$ cat config.mk
export PLATFORM = sky130hd
export DESIGN_NAME = range_sweep_gen
export DESIGN_NICKNAME = d
export VERILOG_FILES = /design/src/rtl/range_sweep_gen.sv
export SDC_FILE = /design/constraint.sdc
export NUM_CORES = 1
export LEC_CHECK = 0
export BUFFER_PORTS_ARGS = -buffer_cell sky130_fd_sc_hd__buf_2
export CORE_AREA = 2 2 169 171
export CTS_BUF_LIST = sky130_fd_sc_hd__clkbuf_16
export DETAILED_ROUTE_END_ITERATION = 8
export DIE_AREA = 0 0 171 173
export REMOVE_ABC_BUFFERS = 1
export SKIP_LAST_GASP = 1
export SYNTH_ARGS = -nofsm -noshare
export SYNTH_HDL_FRONTEND = slang
export SYNTH_SLANG_ARGS = --single-unit
$ cat constraint.sdc
create_clock -name clk -period 8.6 [get_ports clk]
set_input_delay 1.72 -clock clk [delete_from_list [all_inputs] [get_ports clk]]
set_output_delay 1.72 -clock clk [all_outputs]
set_load 0.02 [all_outputs]
$ cat src/rtl/range_sweep_gen.sv
// Sweep generator: walks a WIDTH-bit value from start to stop by step, with
// optional dwell between values, in single, loop or ping-pong mode.
module range_sweep_gen #(
   parameter int WIDTH   = 8,
   parameter int DWELL_W = 16
) (
   input  logic               clk,
   input  logic               rst,
   input  logic [WIDTH-1:0]   cfg_start,
   input  logic [WIDTH-1:0]   cfg_stop,
   input  logic [WIDTH-1:0]   cfg_step,
   input  logic [DWELL_W-1:0] cfg_dwell,
   input  logic [1:0]         cfg_mode,
   input  logic               start,
   input  logic               abort,
   output logic [WIDTH-1:0]   out_val,
   output logic               out_valid,
   input  logic               out_ready,
   output logic               out_last,
   output logic               busy,
   output logic               done,
   output logic [1:0]         dbg_state
);

   // Handshake: a value transfers on any rising edge where out_valid && out_ready;
   // out_val/out_last are held while out_valid && !out_ready.

   typedef enum logic [1:0] {
      S_IDLE  = 2'd0,
      S_EMIT  = 2'd1,
      S_DWELL = 2'd2
   } state_t;

   localparam logic [1:0]         MODE_LOOP = 2'b01;
   localparam logic [1:0]         MODE_PP   = 2'b10;
   localparam logic [WIDTH-1:0]   ONE_W     = WIDTH'(1);
   localparam logic [DWELL_W-1:0] ONE_D     = DWELL_W'(1);

   state_t             r_state;
   logic [WIDTH-1:0]   r_start, r_stop, r_step, r_val;
   logic [DWELL_W-1:0] r_dwell, r_cnt;
   logic [1:0]         r_mode;
   logic               r_dn, r_last, r_valid, r_busy, r_done;

   logic [WIDTH-1:0]   w_cfg_step;
   logic [WIDTH:0]     w_up, w_dn;
   logic               w_up_ok, w_dn_ok;
   logic [WIDTH-1:0]   w_nxt_val;
   logic               w_nxt_dn, w_nxt_last, w_fin;

   // Endpoint test for a value about to be presented in a given direction.
   function automatic logic f_is_end(input logic [WIDTH-1:0] v, input logic dn,
                                     input logic [WIDTH-1:0] lo, input logic [WIDTH-1:0] hi,
                                     input logic [WIDTH-1:0] stp);
      logic [WIDTH:0] up_s;
      logic [WIDTH:0] dn_s;
      up_s = {1'b0, v} + {1'b0, stp};
      dn_s = {1'b0, v} - {1'b0, stp};
      if (lo > hi)
         return 1'b1;
      if (dn)
         return dn_s[WIDTH] || (dn_s[WIDTH-1:0] < lo);
      return up_s[WIDTH] || (up_s[WIDTH-1:0] > hi);
   endfunction

   assign w_cfg_step = (cfg_step == '0) ? ONE_W : cfg_step;
   assign w_up       = {1'b0, r_val} + {1'b0, r_step};
   assign w_dn       = {1'b0, r_val} - {1'b0, r_step};
   assign w_up_ok    = !w_up[WIDTH] && (w_up[WIDTH-1:0] <= r_stop);
   assign w_dn_ok    = !w_dn[WIDTH] && (w_dn[WIDTH-1:0] >= r_start);

   always_comb begin
      w_nxt_val = r_val;
      w_nxt_dn  = r_dn;
      w_fin     = 1'b0;
      if (!r_last) begin
         w_nxt_val = r_dn ? w_dn[WIDTH-1:0] : w_up[WIDTH-1:0];
      end else begin
         case (r_mode)
            MODE_LOOP: begin
               w_nxt_val = r_start;
               w_nxt_dn  = 1'b0;
            end
            MODE_PP: begin
               // Reverse; when the reversed step leaves the range, repeat the value.
               w_nxt_dn = !r_dn;
               if (r_dn && w_up_ok)
                  w_nxt_val = w_up[WIDTH-1:0];
               else if (!r_dn && w_dn_ok)
                  w_nxt_val = w_dn[WIDTH-1:0];
            end
            default: w_fin = 1'b1;
         endcase
      end
      w_nxt_last = f_is_end(w_nxt_val, w_nxt_dn, r_start, r_stop, r_step);
   end

   always_ff @(posedge clk or posedge rst) begin
      if (rst) begin
         r_state <= S_IDLE;
         r_start <= '0;
         r_stop  <= '0;
         r_step  <= '0;
         r_dwell <= '0;
         r_mode  <= '0;
         r_val   <= '0;
         r_cnt   <= '0;
         r_dn    <= 1'b0;
         r_last  <= 1'b0;
         r_valid <= 1'b0;
         r_busy  <= 1'b0;
         r_done  <= 1'b0;
      end else begin
         r_done <= 1'b0;
         if (abort) begin
            r_state <= S_IDLE;
            r_valid <= 1'b0;
            r_last  <= 1'b0;
            r_busy  <= 1'b0;
            r_cnt   <= '0;
         end else begin
            case (r_state)
               S_IDLE: begin
                  if (start) begin
                     r_start <= cfg_start;
                     r_stop  <= cfg_stop;
                     r_step  <= w_cfg_step;
                     r_dwell <= cfg_dwell;
                     r_mode  <= cfg_mode;
                     r_val   <= cfg_start;
                     r_dn    <= 1'b0;
                     r_last  <= f_is_end(cfg_start, 1'b0, cfg_start, cfg_stop, w_cfg_step);
                     r_valid <= 1'b1;
                     r_busy  <= 1'b1;
                     r_state <= S_EMIT;
                  end
               end
               S_EMIT: begin
                  if (out_ready) begin
                     if (w_fin) begin
                        r_state <= S_IDLE;
                        r_valid <= 1'b0;
                        r_last  <= 1'b0;
                        r_busy  <= 1'b0;
                        r_done  <= 1'b1;
                     end else begin
                        r_val  <= w_nxt_val;
                        r_dn   <= w_nxt_dn;
                        r_last <= w_nxt_last;
                        if (r_dwell != '0) begin
                           r_state <= S_DWELL;
                           r_valid <= 1'b0;
                           r_cnt   <= r_dwell;
                        end
                     end
                  end
               end
               S_DWELL: begin
                  if (r_cnt == ONE_D) begin
                     r_state <= S_EMIT;
                     r_valid <= 1'b1;
                     r_cnt   <= '0;
                  end else begin
                     r_cnt <= r_cnt - ONE_D;
                  end
               end
               default: r_state <= S_IDLE;
            endcase
         end
      end
   end

   assign out_val   = r_val;
   assign out_valid = r_valid;
   assign out_last  = r_last;
   assign busy      = r_busy;
   assign done      = r_done;
   assign dbg_state = r_state;

endmodule

; Word level (Yosys, flattened, before mapping)
; Cells that the tools add are included.
[op_classes]
n_addsub = 6
n_lt_le_gt_ge = 7
eq_ne = 15
mux = 64
bitwise_logic = 1
reduce_logical = 25
[ops]
columns = cell, count
row1 = $mux 16, 5
row2 = $mux 8, 8
row3 = $mux 1, 36
row4 = $gt 8x8->1, 4
row5 = $pmux 16 s2, 1
row6 = $pmux 8 s2, 2
row7 = $add 8x8->9, 3
row8 = $ne 3x3->1 const B, 6
row9 = $sub 8x8->9, 2
row10 = $eq 16x1->1 const B, 1
row11 = $reduce_bool 16->1, 1
row12 = $sub 16x1->16 const B, 1
row13 = $mux 2, 6
row14 = $reduce_and 4->1, 3
row15 = $reduce_and 5->1, 2
row16 = $ge 8x8->1, 1
row17 = $le 8x8->1, 1
row18 = $logic_not 8->1, 1
row19 = $lt 8x8->1, 1
row20 = $pmux 1 s2, 4
row21 = $ne 2x2->1 const B, 3
row22 = $pmux 2 s3, 1
row23 = $reduce_and 3->1, 2
row24 = $reduce_bool 3->1, 2
row25 = 12 further kinds, 21
[totals]
register_bits = 73
out_inout_bits = 14
wordCells = 131

; Longest topological paths before layout
[logic_depth]
depth_word = 18
depth_mapped = 32
mapped_depth_nobuf = 31

; Least setup slack after synthesis
; Ideal clock, no wire load.
[synth_path]
path_kind = register -> register
start = reg r_step[1]
end = reg r_last, in the netlist out_last
setup_time_ns = 0.116
arrival_ns = 6.023
path_slack_ns = 2.461
stages_incl_launch_ff = 30
path_buffers = 1
synth_period_minus_slack_ns = 6.139
cell_sequence = dfrtp_1 > inv_1 > ha_1 > nor2b_1 > o31a_1 > o211ai_1 > nor3b_1 > inv_1 > ha_1 > and3_1 > nand3_1 > o32a_1 > or2_1 > buf_6 > and3_1 > or4_1 > nor2b_1 > ha_1 > nor2b_1 > o21ai_0 > nand2b_1 > a21o_1 > a21oi_1 > xnor2_1 > ha_1 > a2111oi_0 > o21ai_0 > a31o_2 > o2111a_1 > o311ai_0
[synth_between]
elab_chain_cells = 18
elab_cells_between_ends = 28
[synth_rtl]
columns = element, line_no
row1 = start: declaration, 40  ; logic [WIDTH-1:0] r_start, r_stop, r_step, r_val;
row2 = start signal: assignment, 127  ; r_step <= w_cfg_step;
row3 = $sub 8x8->9, 68  ; assign w_dn = {1'b0, r_val} - {1'b0, r_step};
row4 = $ge 8x8->1 / $logic_not 1->1 (equally long branches), 70  ; assign w_dn_ok = !w_dn[WIDTH] && (w_dn[WIDTH-1:0] >= r_start);
row5 = $logic_and 1x1->1, 70
row6 = $logic_and 1x1->1, 89  ; else if (!r_dn && w_dn_ok)
row7 = $mux 8, 89
row8 = $mux 8, 87  ; if (r_dn && w_up_ok)
row9 = $pmux 8 s2, 79  ; case (r_mode)
row10 = $mux 8, 76  ; if (!r_last) begin
row11 = (+2 left out), -
row12 = $logic_or 1x1->1, 62  ; return dn_s[WIDTH] || (dn_s[WIDTH-1:0] < lo);
row13 = $mux 1, 61  ; if (dn)
row14 = $mux 1 *, 63  ; return up_s[WIDTH] || (up_s[WIDTH-1:0] > hi);
row15 = $mux 1 *, 61
row16 = $mux 1 *, 140  ; if (w_fin) begin
row17 = $mux 1 *, 139  ; if (out_ready) begin
row18 = $pmux 1 s2 *, 122  ; case (r_state)
row19 = $mux 1 *, 115  ; if (abort) begin
row20 = end signal: assignment, 132  ; r_last <= f_is_end(cfg_start, 1'b0, cfg_start, cfg_stop, w_cfg_step);
row21 = end signal: assignment, 149  ; r_last <= w_nxt_last;
row22 = end: declaration, 43  ; logic r_dn, r_last, r_valid, r_busy, r_done;
; Mark *: on every way between the ends. The rest lies on a longest branch, timed or not. The select of a mux whose other input is x is not followed.
; A chain may end at the register's enable or synchronous reset.

; Final worst setup path
; Ends and elaborated chain as after synthesis.

==> metrics.md <==
| Metric | Value |
|---|---|
| Outcome | completed |
| Row Count | 61 |
| Syn_area_per_cell | 9.01 um^2 |
| Fin. Hold Viols | 0 |
| Worst path max stage delay | 0.49 ns |
| Max-Cap Viols | 0 |
| Post-synth EDFFs | 0 |
| Via count | 6014 |
| Top post-synthesis cells by area | dfrtp_1, ha_1, mux2_2, o21ai_0, inv_1 |
| Pre-antenna DRT Iters | 5 |
| Worst reg2reg startpoint | r_step[1] |
| Worst-skew pair later-pin latency | 0.35 ns |
| GPL Wtd Cong | 0.953 |
| CP max FO | 8 |
| Register bit total from synthesis | 73 |
| PortBufs | 60 |
| Clock buffer depth | 2 |
| I/O pin count | 61 |
| Synthesis Warnings | 0 |
| Sequential area share after synthesis | 0.266 |
| Setup Skew | 0.0122 ns |
| WL met3 | 737 um |
| Total GRT Usage | 0.139 |
| Crit-path slowest cell | dfrtp_1 |
| Cts hold-fix bufs | 0 |
| Vias in the first global route | 5949 |
| H-Tree Level Count | 3 |
| Root Driver | clkbuf_16 |
| Core Footprint | 27600 um^2 |
| Die span in x | 171 um |
| Routed length on met1 | 9.46 mm |
| Setup TNS | 0 ns |
| CP Launch Type | register |
| RSZ-0062 raised after global routing | false |
| Initial antenna violation count | 0 |
| Setup CP Type | reg2reg |
| Yosys cell types | 77 |
| Ys flop type | dfrtp_1 |
| Initial Utilization | 0.249 |
| Worst setup path endpoint | out_last |
| CTS tree | built |
| Area fraction of the dominant cell type after synthesis | 0.266 |
| Worst slew pin tran | 1.10 ns |
| Syn-to-layout area delta | 14.5% |
| Slew Viols, Final | 0 |
| Post-DRT Antenna Nets | 0 |
| Top layer in use | met4 |
| Worst reg2reg path depth | 28 |
| ANT cells | 0 |
| Dominant cell type by area after synthesis | dfrtp_1 |
| FMAX | 0.144 GHz |
| Clock-pin slew on the worst setup and hold paths | 0.07 ns |
| Die Footprint | 29600 um^2 |
| Hold Crit Class | reg2reg |
| CP Data Required Time | 8.83 ns |
| Clk sinks | 73 |
| CTS buffer count | 9 |
| Critical path arrival | 7.17 ns |
| DIE HEIGHT | 173 um |
| DRT Wirelength | 20.0 mm |
| RR Endpoint | out_last |
| Cells after Synth | 763 |
| WL per Instance | 16.8 um |
| Fin crit period | 6.94 ns |
| # setup viols final | 0 |
| Top cell by count, worst path | ha_1 |
| Fin crit share | 0.806 |
| Vias/cell | 5.04 |
| DRC Markers | 0 |
| Iter 0 DRT Violations | 374 |
| First-pass GRT wire length | 32.7 mm |
| Asr flop ratio synth | 1.00 |
| Largest net degree at the start of global routing | 74 |
| Post-DP HPWL | 16.0 mm |
| GR Overflow Total | 0 |
| Resize count post-CTS | 0 |
| Reg2reg setup slack | 1.66 ns |
| Slew headroom | 0.259 |
| Met2 WL | 9.34 mm |
| Post-Syn Area | 6870 um^2 |
| Crit. End Element | register |
| Layout cell share with drive strength beyond 1 | 0.162 |
| Postcts setup bufs | 0 |
| Crit path from | r_step[1] |
| Nets | 966 |
## through the flow
| step | setup slack [ns] | std cells | utilization | area, um^2 | hold WS [ns] |
|---|---|---|---|---|---|
| 6_report | 1.66 | 1194 | 0.285 | 7870 | 0.479 |
| 5_1_grt | 1.14 | 1194 | 0.285 | 7870 | 0.499 |
| 4_1_cts | 1.69 | 1194 | 0.285 | 7870 | 0.484 |
| 3_5_place_dp | 1.73 | 1178 | 0.273 | 7550 | 0.471 |
| 3_3_place_gp | 1.88 | 1178 | 0.273 | 7550 | 0.462 |
| 2_1_floorplan | 2.46 | 737 | - | 6750 | 0.450 |
## flip-flops by register name (all words and copies together) (netlist names)
| name | cells |
|---|---|
| busy | 1 |
| dbg_state | 2 |
| done | 1 |
| out_last | 1 |
| out_val | 8 |
| out_valid | 1 |
| r_cnt | 16 |
| r_dn | 1 |
| r_dwell | 16 |
| r_mode | 2 |
| r_start | 8 |
| r_step | 8 |
| r_stop | 8 |
## Yosys cell counts (9+ instances only)
cell type and instances:
nand2b_1 13, o21ai_0 49, nor2b_1 17, inv_1 64, xnor2_1 18, o21a_1 10, nor4_1 9, a221o_1 17
clkbuf_1 17, nand2_1 35, and3_1 12, nor2_1 46, a21o_1 18, nor3_1 22, a21oi_1 43, nand3_1 14
dfrtp_1 73, ha_1 103, mux2_2 37
## worst max-delay path, delay by kind of cell, from the launching register on
| kind | cells | cell delay (ns) |
|---|---|---|
| compound gates | 11 | 2.46 |
| simple gates | 10 | 2.27 |
| fa+ha+maj | 4 | 1.20 |
| flops | 1 | 0.49 |
| buf+inv | 2 | 0.27 |
| xor+xnor | 1 | 0.09 |
## cell type report
type	instances	area [um^2]
Clock buffer	9	225
Clock inverter	7	93.8
Fill cell	2995	19800
Inverter	65	246
Multi-Input combinational cell	599	4680
Sequential cell	73	1830
Tap cell	378	473
Timing Repair Buffer	63	323
## cell usage in the layout, fill, tap and decap left out, types with 18 or more instances in the layout
master   instances
a21o_1          18
a21oi_1         43
buf_2           60
dfrtp_1         73
ha_1           103
inv_1           63
mux2_2          37
nand2_1         35
nor2_1          46
nor3_1          22
o21ai_0         49
xnor2_1         18
## routing by layer
metal / vias to the layer above / global-route usage
met3: 27 / 0.0188
met5: - / 0
met1: 2901 / 0.192
met4: 0 / 0.0438
met2: 170 / 0.224
li1: 2916 / -
## how the worst min path moves through the flow
stage / startpoint / end / slack, ns / cells after the start
2_1_floorplan: r_stop[1] / r_stop[1] / 0.45 / 2
3_3_place_gp: r_stop[4] / r_stop[4] / 0.46 / 2
3_5_place_dp: r_stop[7] / r_stop[7] / 0.47 / 2
4_1_cts: r_stop[7] / r_stop[7] / 0.48 / 2
5_1_grt: r_stop[1] / r_stop[1] / 0.50 / 2
6_report: r_stop[7] / r_stop[7] / 0.48 / 2
## logic make-up (layout without fill, tap and decap cells)
kind of cell,Yosys count,after routing,synth area share
compound gates,221,221,0.224
simple gates,203,203,0.155
fa+ha+maj,108,108,0.202
buf+inv,91,144,0.0533
flops,73,73,0.266
mux,41,41,0.0665
xor+xnor,26,26,0.0331
Power is left out: the tool's default activity adds up to more than one toggle a clock period on the data nets, which glitch-free logic cannot reach.
